**src/rtl/alu_seq_pkg.sv**
```systemverilog
// Shared types and widths for the ALU operation sequencer.
// The request record is the unit queued in the FIFO and latched into the ALU operand registers.
package alu_seq_pkg;
  localparam int A_W   = 3;
  localparam int B_W   = 3;
  localparam int OP_W  = 2;
  localparam int RES_W = 6;
  localparam int TAG_W = 2;
  localparam int LAT_W = 3;
  localparam int REQ_W = A_W + B_W + OP_W + TAG_W;

  typedef enum logic [1:0] {
    IDLE = 2'd0,
    EXEC = 2'd1,
    RESP = 2'd2
  } state_e;

  typedef struct packed {
    logic [A_W-1:0]  a;
    logic [B_W-1:0]  b;
    logic [OP_W-1:0] op;
    logic [TAG_W-1:0] tag;
  } req_t;
endpackage

```
**src/rtl/alu_seq_fifo.sv**
```systemverilog
// Synchronous request FIFO with a registered occupancy count; rst empties it.
// push is ignored when full and pop is ignored when empty.
module alu_seq_fifo #(
  parameter int WIDTH = 10,
  parameter int DEPTH = 4
) (
  input  logic             clk,
  input  logic             rst,
  input  logic             push,
  input  logic [WIDTH-1:0] din,
  input  logic             pop,
  output logic [WIDTH-1:0] dout,
  output logic             full,
  output logic             empty
);
  localparam int PTR_W = $clog2(DEPTH);

  logic [WIDTH-1:0] mem_q [DEPTH];
  logic [WIDTH-1:0] mem_d [DEPTH];
  logic [PTR_W-1:0] wr_ptr_q, wr_ptr_d;
  logic [PTR_W-1:0] rd_ptr_q, rd_ptr_d;
  logic [PTR_W:0]   count_q, count_d;
  logic             push_en, pop_en;

  assign full    = (count_q == (PTR_W+1)'(DEPTH));
  assign empty   = (count_q == '0);
  assign dout    = mem_q[rd_ptr_q];
  assign push_en = push && !full;
  assign pop_en  = pop && !empty;

  always_comb begin
    mem_d    = mem_q;
    wr_ptr_d = wr_ptr_q;
    rd_ptr_d = rd_ptr_q;
    count_d  = count_q;
    if (push_en) begin
      mem_d[wr_ptr_q] = din;
      wr_ptr_d        = wr_ptr_q + 1'b1;
    end
    if (pop_en) begin
      rd_ptr_d = rd_ptr_q + 1'b1;
    end
    case ({push_en, pop_en})
      2'b10:   count_d = count_q + 1'b1;
      2'b01:   count_d = count_q - 1'b1;
      default: count_d = count_q;
    endcase
  end

  always_ff @(posedge clk) begin
    if (rst) begin
      wr_ptr_q <= '0;
      rd_ptr_q <= '0;
      count_q  <= '0;
    end else begin
      wr_ptr_q <= wr_ptr_d;
      rd_ptr_q <= rd_ptr_d;
      count_q  <= count_d;
    end
  end

  // Storage needs no reset: an entry is only read after it has been written.
  always_ff @(posedge clk) begin
    mem_q <= mem_d;
  end
endmodule

```
**src/rtl/alu_op_sequencer.sv**
```systemverilog
// Queues ALU requests, drives registered operands into an external combinational ALU,
// waits ALU_LAT settle cycles, and returns the captured result with its tag.
module alu_op_sequencer
  import alu_seq_pkg::*;
#(
  parameter int DEPTH   = 4,
  parameter int ALU_LAT = 0
) (
  input  logic             clk,
  input  logic             rst,
  input  logic             req_valid,
  output logic             req_ready,
  input  logic [A_W-1:0]   req_a,
  input  logic [B_W-1:0]   req_b,
  input  logic [OP_W-1:0]  req_op,
  input  logic [TAG_W-1:0] req_tag,
  output logic [A_W-1:0]   alu_a,
  output logic [B_W-1:0]   alu_b,
  output logic [OP_W-1:0]  alu_sel,
  input  logic [RES_W-1:0] alu_result,
  output logic             rsp_valid,
  input  logic             rsp_ready,
  output logic [RES_W-1:0] rsp_result,
  output logic [TAG_W-1:0] rsp_tag,
  output logic             busy,
  output logic [7:0]       done_count,
  output state_e           dbg_state
);
  // Both ports use valid/ready: a transfer happens on a rising edge where valid and ready
  // are both high; a source holding valid keeps its payload stable until that edge.

  req_t             fifo_din, fifo_dout;
  logic             fifo_push, fifo_pop, fifo_full, fifo_empty;
  state_e           state_q, state_d;
  logic [LAT_W-1:0] lat_cnt_q, lat_cnt_d;
  req_t             op_q, op_d;
  logic [RES_W-1:0] rsp_result_q, rsp_result_d;
  logic [TAG_W-1:0] rsp_tag_q, rsp_tag_d;
  logic             rsp_valid_q, rsp_valid_d;
  logic [7:0]       done_count_q, done_count_d;

  assign fifo_din  = '{a: req_a, b: req_b, op: req_op, tag: req_tag};
  assign req_ready = !fifo_full;
  assign fifo_push = req_valid && !fifo_full;

  alu_seq_fifo #(
    .WIDTH(REQ_W),
    .DEPTH(DEPTH)
  ) u_fifo (
    .clk   (clk),
    .rst   (rst),
    .push  (fifo_push),
    .din   (fifo_din),
    .pop   (fifo_pop),
    .dout  (fifo_dout),
    .full  (fifo_full),
    .empty (fifo_empty)
  );

  always_comb begin
    state_d      = state_q;
    lat_cnt_d    = lat_cnt_q;
    op_d         = op_q;
    rsp_result_d = rsp_result_q;
    rsp_tag_d    = rsp_tag_q;
    rsp_valid_d  = rsp_valid_q;
    done_count_d = done_count_q;
    fifo_pop     = 1'b0;
    case (state_q)
      IDLE: begin
        if (!fifo_empty) begin
          fifo_pop  = 1'b1;
          op_d      = fifo_dout;
          lat_cnt_d = '0;
          state_d   = EXEC;
        end
      end
      EXEC: begin
        if (lat_cnt_q != LAT_W'(ALU_LAT)) begin
          lat_cnt_d = lat_cnt_q + 1'b1;
        end else begin
          rsp_result_d = alu_result;
          rsp_tag_d    = op_q.tag;
          rsp_valid_d  = 1'b1;
          state_d      = RESP;
        end
      end
      RESP: begin
        // Chain straight into the next queued op so the ALU sees no idle bubble.
        if (rsp_ready) begin
          rsp_valid_d  = 1'b0;
          done_count_d = done_count_q + 8'd1;
          if (!fifo_empty) begin
            fifo_pop  = 1'b1;
            op_d      = fifo_dout;
            lat_cnt_d = '0;
            state_d   = EXEC;
          end else begin
            state_d = IDLE;
          end
        end
      end
      default: state_d = IDLE;
    endcase
  end

  always_ff @(posedge clk) begin
    if (rst) begin
      state_q      <= IDLE;
      lat_cnt_q    <= '0;
      op_q         <= '0;
      rsp_result_q <= '0;
      rsp_tag_q    <= '0;
      rsp_valid_q  <= 1'b0;
      done_count_q <= '0;
    end else begin
      state_q      <= state_d;
      lat_cnt_q    <= lat_cnt_d;
      op_q         <= op_d;
      rsp_result_q <= rsp_result_d;
      rsp_tag_q    <= rsp_tag_d;
      rsp_valid_q  <= rsp_valid_d;
      done_count_q <= done_count_d;
    end
  end

  assign alu_a      = op_q.a;
  assign alu_b      = op_q.b;
  assign alu_sel    = op_q.op;
  assign rsp_result = rsp_result_q;
  assign rsp_tag    = rsp_tag_q;
  assign rsp_valid  = rsp_valid_q;
  assign done_count = done_count_q;
  assign busy       = (state_q != IDLE) || !fifo_empty;
  assign dbg_state  = state_q;
endmodule

```
**config.mk**
```make
export PLATFORM = sky130hd
export DESIGN_NAME = alu_op_sequencer
export DESIGN_NICKNAME = d
export VERILOG_FILES = /design/src/rtl/alu_seq_pkg.sv /design/src/rtl/alu_seq_fifo.sv /design/src/rtl/alu_op_sequencer.sv
export SDC_FILE = /design/constraint.sdc
export NUM_CORES = 1
export LEC_CHECK = 0
export CORE_AREA = 2 2 76 107
export DETAILED_ROUTE_END_ITERATION = 7
export DIE_AREA = 0 0 78 109
export PLACE_DENSITY_LB_ADDON = 0.15
export SLEW_MARGIN = 10
export SYNTH_ARGS = -nofsm -noshare
export SYNTH_HDL_FRONTEND = slang
export SYNTH_SLANG_ARGS = --single-unit
```
**constraint.sdc**
```tcl
create_clock -name clk -period 2.3 [get_ports clk]
set_input_delay 0.69 -clock clk [delete_from_list [all_inputs] [get_ports clk]]
set_output_delay 0.69 -clock clk [all_outputs]
set_load 0.01 [all_outputs]
```
==> results by group, run 1 <==
Status
  • Status: finished clean

Routing
  • Final wirelength: 6561 um
  • Initial DRC count: 107
  • Routed len/inst: 15.26 um
  • Remaining routing DRC violations: 0
  • DRT Pass-1 Iters: 4
  • Post-route ant nets: 0
  • Vias after detailed routing: 2252
  • Avg Vias per Cell: 5.237

Timing
  • Tcrit/Tclk final: 97.41%
  • Final WS setup: 0.05957 ns
  • Slew of the pin with the lowest slew margin: 0.7949 ns
  • Clk_skew: 0.01256 ns
  • Slew Viols, Final: 0
  • Highest Clock Rate: 446.3 MHz
  • RSZ-0062 raised after global routing: no
  • Max-slew headroom: 46.94%
  • Final setup viols: 0
  • Hold Fails Final Rpt: 0
  • WHS: 0.4540 ns
  • Period minus WS final: 2.240 ns

Die
  • Die Ht: 109 um
  • Starting Density: 43.73%
  • FP Rows: 38
  • Placeable Area: 7607 sq um
  • # IOs: 49
  • Die area: 8502 sq um
  • Die width: 78 um

Synth
  • Avg Cell Area, Syn: 12.41 sq um
  • Number of flops mapped to enable cells by yosys: 40
  • Post-synthesis instance total: 268
  • Syn Nets: 297
  • Synth top area share: 36.10%
  • Post-synth top cells: edfxtp_1, dfxtp_1, a21oi_1
  • Primary FF master, synth: edfxtp_1
  • Warnings from Yosys: 0
  • Top post-synthesis cells by area: edfxtp_1, dfxtp_1, mux4_2, a21oi_1, o31ai_1
  • Sequential share of the synthesized area: 59.57%
  • Most common cell in the synthesized netlist: edfxtp_1
  • Area leader, netlist: edfxtp_1
  • Mapped cell area: 3327 sq um
  • Ys async rst share: 0%
  • Post-synthesis register bit count: 79
  • Yosys cell types: 37

Worst hold path
  • Min-delay src: rsp_result[2]$_SDFFE_PP0P_
  • Worst Hold Depth: 2
  • Hold Path End: rsp_result[2]$_SDFFE_PP0P_
  • Type of the worst min-delay path: reg -> reg

Cells and area
  • Final core utilization: 55.90%
  • Layout cells sized above 1: 18.79%
  • Fin area: 4253 sq um
  • Layout Area Growth over Synthesis: 27.83%
  • Final nets: 355
  • Diode count: 0

Worst setup path
  • WS Path Type: reg -> out
  • Worst R2R Start: u_fifo.count_q[0]$_SDFFE_PP0P_
  • Critical path startpoint: u_fifo.count_q[0]$_SDFFE_PP0P_
  • R2R Setup Slk: 0.09 ns
  • Crit path cell chain: or3_4 > or3_4 > buf_2
  • Worst path required time: 1.61 ns
  • Crit. End Element: output port
  • Cell repeated most along the worst path: or3_4
  • Reg-to-reg endpoint: u_fifo.count_q[2]$_SDFFE_PP0P_
  • CP arrival: 1.55 ns
  • CP max-delay cell: or3_4
  • Crit-path max cell delay: 0.41 ns
  • Critical path fanouts, max: 2
  • Reg2Reg Depth: 9
  • Worst setup SP type: flop

Global route
  • Initial antenna violation count: 0
  • Largest net degree at the start of global routing: 28
  • Total GRT Usage: 16.63%
  • Gr busiest metal: met2
  • First-pass GRT wire length: 10700 um
  • Met2 usage: 30.11%
  • Met3 Use GR: 2.649%
  • Vias in the first global route: 2236
  • Global routing usage on met1: 18.81%
  • GRT Residual Overflow: 0

Clock tree
  • CTS sink cnt: 79
  • H-tree Lvls: 3
  • CTS root buffer: clkbuf_8
  • TritonCTS clock tree: built
  • Worst-path clk slew: 0.07 ns
  • CTS Buffer Depth: 2
  • Total CTS buffers: 9
  • Clk Latency, worst-skew pair: 0.35 ns

Placement
  • Placed instance area: 4008 sq um
  • Hpwl dp: 4534 um
  • GP Congestion: 0.7145
  • Place WS: -0.4806 ns
  • Number of buffers added on ports: 48

Run
  • Max cap viols: 0

Pwr
  • Leakage: 1.482 nW
  • Power Density: 1070 nW/um^2
  • VDD IR max: 0.0005803 V
-- what timing repair did --
item | 4_1_cts | 5_1_grt
resized for setup | 9 | 6
endpoints found under the setup margin | 3 | 2
pin swaps | 2 | 3
hold buffers | 0 | 0
setup buffers | 1 | 0
-- flip-flops by register name, summed over array words and instances, names as in the netlist --
signal and count:
u_fifo.mem_q 40, done_count 8, rsp_result 6, alu_a 3, alu_b 3, lat_cnt_q 3
u_fifo.count_q 3, alu_sel 2, dbg_state 2, op_q 2, rsp_tag 2, u_fifo.rd_ptr_q 2
u_fifo.wr_ptr_q 2, rsp_valid 1
-- power by group --
group,leakage (nW),switching (mW),internal [mW],total (mW)
Sequential,0.685,0.169,1.70,1.87
Combinational,0.696,0.755,0.821,1.58
Clock,0.101,0.498,0.602,1.10
-- routing by layer --
metal	wire length [um]	share of wire (%)	vias up
met4	98	1.5	0
met2	3596	55	43
met1	2660	41	1096
met5	0	0	-
met3	206	3.1	8
li1	-	-	1105
-- layout make-up --
class | instances | area [sq um]
fillers | 661 | 3354
flip-flops and latches | 79 | 1983
multi-input cells | 154 | 1190
repair buffers | 73 | 710.7
well taps | 100 | 125.1
clock buffers | 9 | 123.9
clock inverters | 6 | 86.33
inverters | 9 | 33.78
-- layout by cell type (no fill, tap or decap), drive strengths merged, types with 4 or more instances in the layout --
cell	count
or3	6
inv	9
clkbuf	9
o21ai	6
and3	4
mux4	10
nor2	9
xor2	4
nand2	19
clkdlybuf4s50	45
a21oi	30
nand4	13
or4	5
edfxtp	40
dfxtp	39
buf	26
ha	8
o31ai	14
-- how the worst max path moves through the flow --
| stage | cells after the start | slack (ns) | end |
|---|---|---|---|
| 2_1_floorplan | 8 | 0.07 | u_fifo.count_q[2]$_SDFFE_PP0P_ |
| 3_3_place_gp | 9 | -0.44 | u_fifo.count_q[2]$_SDFFE_PP0P_ |
| 3_5_place_dp | 9 | -0.48 | u_fifo.count_q[2]$_SDFFE_PP0P_ |
| 4_1_cts | 2 | 0.02 | dbg_state[0] |
| 5_1_grt | 3 | 0.01 | busy |
| 6_report | 3 | 0.06 | busy |
-- worst max-delay path: cells and delay by family, from the launching register on --
kind / cells / cell delay (ns)
buf+inv: 1 / 0.15
flops: 1 / 0.32
simple gates: 2 / 0.75
-- through the flow --
step	setup TNS, ns	instances	power (mW)
finish	0	430	4.549
global route	0	430	4.816
CTS	0	430	4.569
detailed placement	-0.7023	414	3.437
global placement	-0.6438	414	3.418
floorplan	0	268	2.828
-- logic make-up after synthesis --
| logic type | after synthesis | synth area share (%) |
|---|---|---|
| mux | 12 | 7.409 |
| fa+ha+maj | 9 | 3.611 |
| xor+xnor | 4 | 1.053 |
| compound gates | 55 | 9.778 |
| flops | 79 | 59.57 |
| simple gates | 74 | 12.90 |
| buf+inv | 35 | 5.679 |
(Power assumes the default switching activity.)
==> run 2: changes to the inputs <==
--- a/config.mk
+++ b/config.mk
@@ -5,9 +5,11 @@
 export SDC_FILE = /design/constraint.sdc
 export NUM_CORES = 1
 export LEC_CHECK = 0
-export CORE_AREA = 2 2 76 107
+export CELL_PAD_IN_SITES_DETAIL_PLACEMENT = 2
+export CELL_PAD_IN_SITES_GLOBAL_PLACEMENT = 2
+export CORE_AREA = 2 2 88 124
 export DETAILED_ROUTE_END_ITERATION = 7
-export DIE_AREA = 0 0 78 109
+export DIE_AREA = 0 0 90 126
 export PLACE_DENSITY_LB_ADDON = 0.15
 export SLEW_MARGIN = 10
 export SYNTH_ARGS = -nofsm -noshare
==> results by group, run 2 (synthesized netlist as in run 1, its figures left out) <==
Worst setup path
  • Critical path startpoint: u_fifo.count_q[0]$_SDFFE_PP0P_
  • Worst R2R Start: u_fifo.count_q[1]$_SDFFE_PP0P_
  • Cell family with most CP delay: simple AND/OR/NAND/NOR gates
  • R2R Setup Slk: 0.08 ns
  • Worst setup SP type: flop
  • Worst path required time: 1.61 ns
  • Critical path fanouts, max: 3
  • Crit path cell chain: or3_1 > or3_1 > clkbuf_2
  • Reg-to-reg endpoint: u_fifo.count_q[2]$_SDFFE_PP0P_
  • Crit. End Element: output port
  • Crit-path max cell delay: 0.40 ns
  • CP bufs+invs: 1
  • Cell repeated most along the worst path: or3_1
  • Levels on crit path: 3
  • WS Path Type: reg -> out
  • CP max-delay cell: or3_1
  • Reg2Reg Depth: 9
  • CP arrival: 1.53 ns

Cells and area
  • Max reg flops: 40
  • Fillers: 1074
  • Most common cell after layout, fill and taps aside: clkdlybuf4s50_1
  • Diode count: 0
  • Reg with most FFs: u_fifo.mem_q
  • Most frequent cells in the layout: clkdlybuf4s50_1, edfxtp_1, dfxtp_1
  • Multi-input logic area: 1167 sq um
  • Layout cells sized above 1: 17.58%
  • Layout Area Growth over Synthesis: 30.12%
  • Register area: 1982 sq um
  • Final nets: 354

Timing
  • Final setup viols: 0
  • Tcrit/Tclk final: 96.65%
  • Hold Fails Final Rpt: 0
  • Max-slew headroom: 43.13%
  • Highest Clock Rate: 449.8 MHz
  • Slew Viols, Final: 0
  • Period minus WS final: 2.223 ns
  • Clk_skew: 0.007021 ns
  • Slew of the pin with the lowest slew margin: 0.8519 ns
  • RSZ-0062 raised after global routing: yes
  • WHS: 0.4561 ns

Global route
  • First-pass GRT wire length: 13150 um
  • Gr busiest metal: met2
  • GRT Residual Overflow: 0
  • Total GRT Usage: 15.00%
  • Largest net degree at the start of global routing: 28
  • Met3 Use GR: 2.572%
  • Met2 usage: 28.00%
  • Initial antenna violation count: 0
  • Global routing usage on met1: 15.78%
  • Vias in the first global route: 2561

Clock tree
  • Total CTS buffers: 9
  • Worst-path clk slew: 0.06 ns
  • Clk Latency, worst-skew pair: 0.35 ns
  • TritonCTS clock tree: built
  • CTS root buffer: clkbuf_16
  • H-tree Lvls: 3
  • Hold_buf cts: 0
  • CTS sink cnt: 79
  • CTS Buffer Depth: 2

Die
  • Die Ht: 126 um
  • Starting Density: 32.49%
  • Placeable Area: 10240 sq um
  • Die area: 11340 sq um
  • # IOs: 49
  • FP Rows: 44
  • Die width: 90 um

Routing
  • Final wirelength: 8008 um
  • Avg Vias per Cell: 4.970
  • Routed len/inst: 17.11 um
  • Post-route ant nets: 0
  • Vias after detailed routing: 2326
  • Initial DRC count: 70
  • DRT Pass-1 Iters: 3
  • Remaining routing DRC violations: 0

Run
  • Max cap viols: 0

Pwr
  • VDD IR max: 0.0004033 V
  • Tot Pwr: 4.828 mW
  • Power Density: 1115 nW/um^2
  • Leakage: 1.512 nW

Worst hold path
  • Min-delay src: rsp_result[0]$_SDFFE_PP0P_
  • Worst Hold Depth: 2
  • Hold Path End: rsp_result[0]$_SDFFE_PP0P_
  • Type of the worst min-delay path: reg -> reg

Placement
  • Hpwl dp: 5534 um
  • GP Congestion: 0.7158
  • Number of buffers added on ports: 48

Status
  • Status: finished clean
-- run 2: worst max path at each step --
stage,endpoint,slack (ns)
detailed placement,u_fifo.count_q[2]$_SDFFE_PP0P_,-0.45
finish,busy,0.08
floorplan,u_fifo.count_q[2]$_SDFFE_PP0P_,0.07
global placement,u_fifo.count_q[2]$_SDFFE_PP0P_,-0.42
global route,u_fifo.count_q[2]$_SDFFE_PP0P_,-0.03
CTS,busy,-0.06
-- run 2: per-layer routing --
layer | up-vias | wire length, um
met5 | - | 0
met4 | 0 | 223
met3 | 14 | 217
met2 | 43 | 4405
met1 | 1168 | 3162
li1 | 1101 | -
-- run 2: power by group --
part	internal (mW)	switching (mW)	total, mW
clock network	0.769	0.653	1.42
registers	1.70	0.165	1.87
logic	0.768	0.771	1.54
-- run 2: final cells by class --
cell class / count / share of cell area (%)
timing repair buffer: 72 / 15.66
inverter: 9 / 0.7803
clock inverter: 7 / 1.618
clock buffer: 9 / 5.202
multi-input combinational: 154 / 26.97
tap: 138 / 3.988
sequential: 79 / 45.78
-- run 2: metrics by stage --
stage / std cells / setup TNS [ns] / util (%) / setup slack (ns) / area, sq um
2_1_floorplan: 268 / 0 / - / 0.07082 / 3327
3_3_place_gp: 451 / -0.6019 / 39.28 / -0.4152 / 4023
3_5_place_dp: 451 / -0.6590 / 39.28 / -0.4545 / 4023
4_1_cts: 468 / -0.05588 / 42.24 / -0.05588 / 4325
5_1_grt: 468 / -0.03453 / 42.28 / -0.03453 / 4329
6_report: 468 / 0 / 42.28 / 0.07694 / 4329
-- run 2: tightest hold or removal path, stage by stage, from the launching register on --
cell     delay [ns]
dfxtp_1        0.31
nand2_1        0.05
a21oi_1        0.05
-- run 2: timing repair --
item / in CTS / in global routing
setup endpoints to repair: 3 / 2
setup buffers: 1 / 0
pin swaps: 1 / 0
gates resized for setup: 5 / 4
gates cloned: 0 / 0
endpoints found under the hold margin: 0 / 0
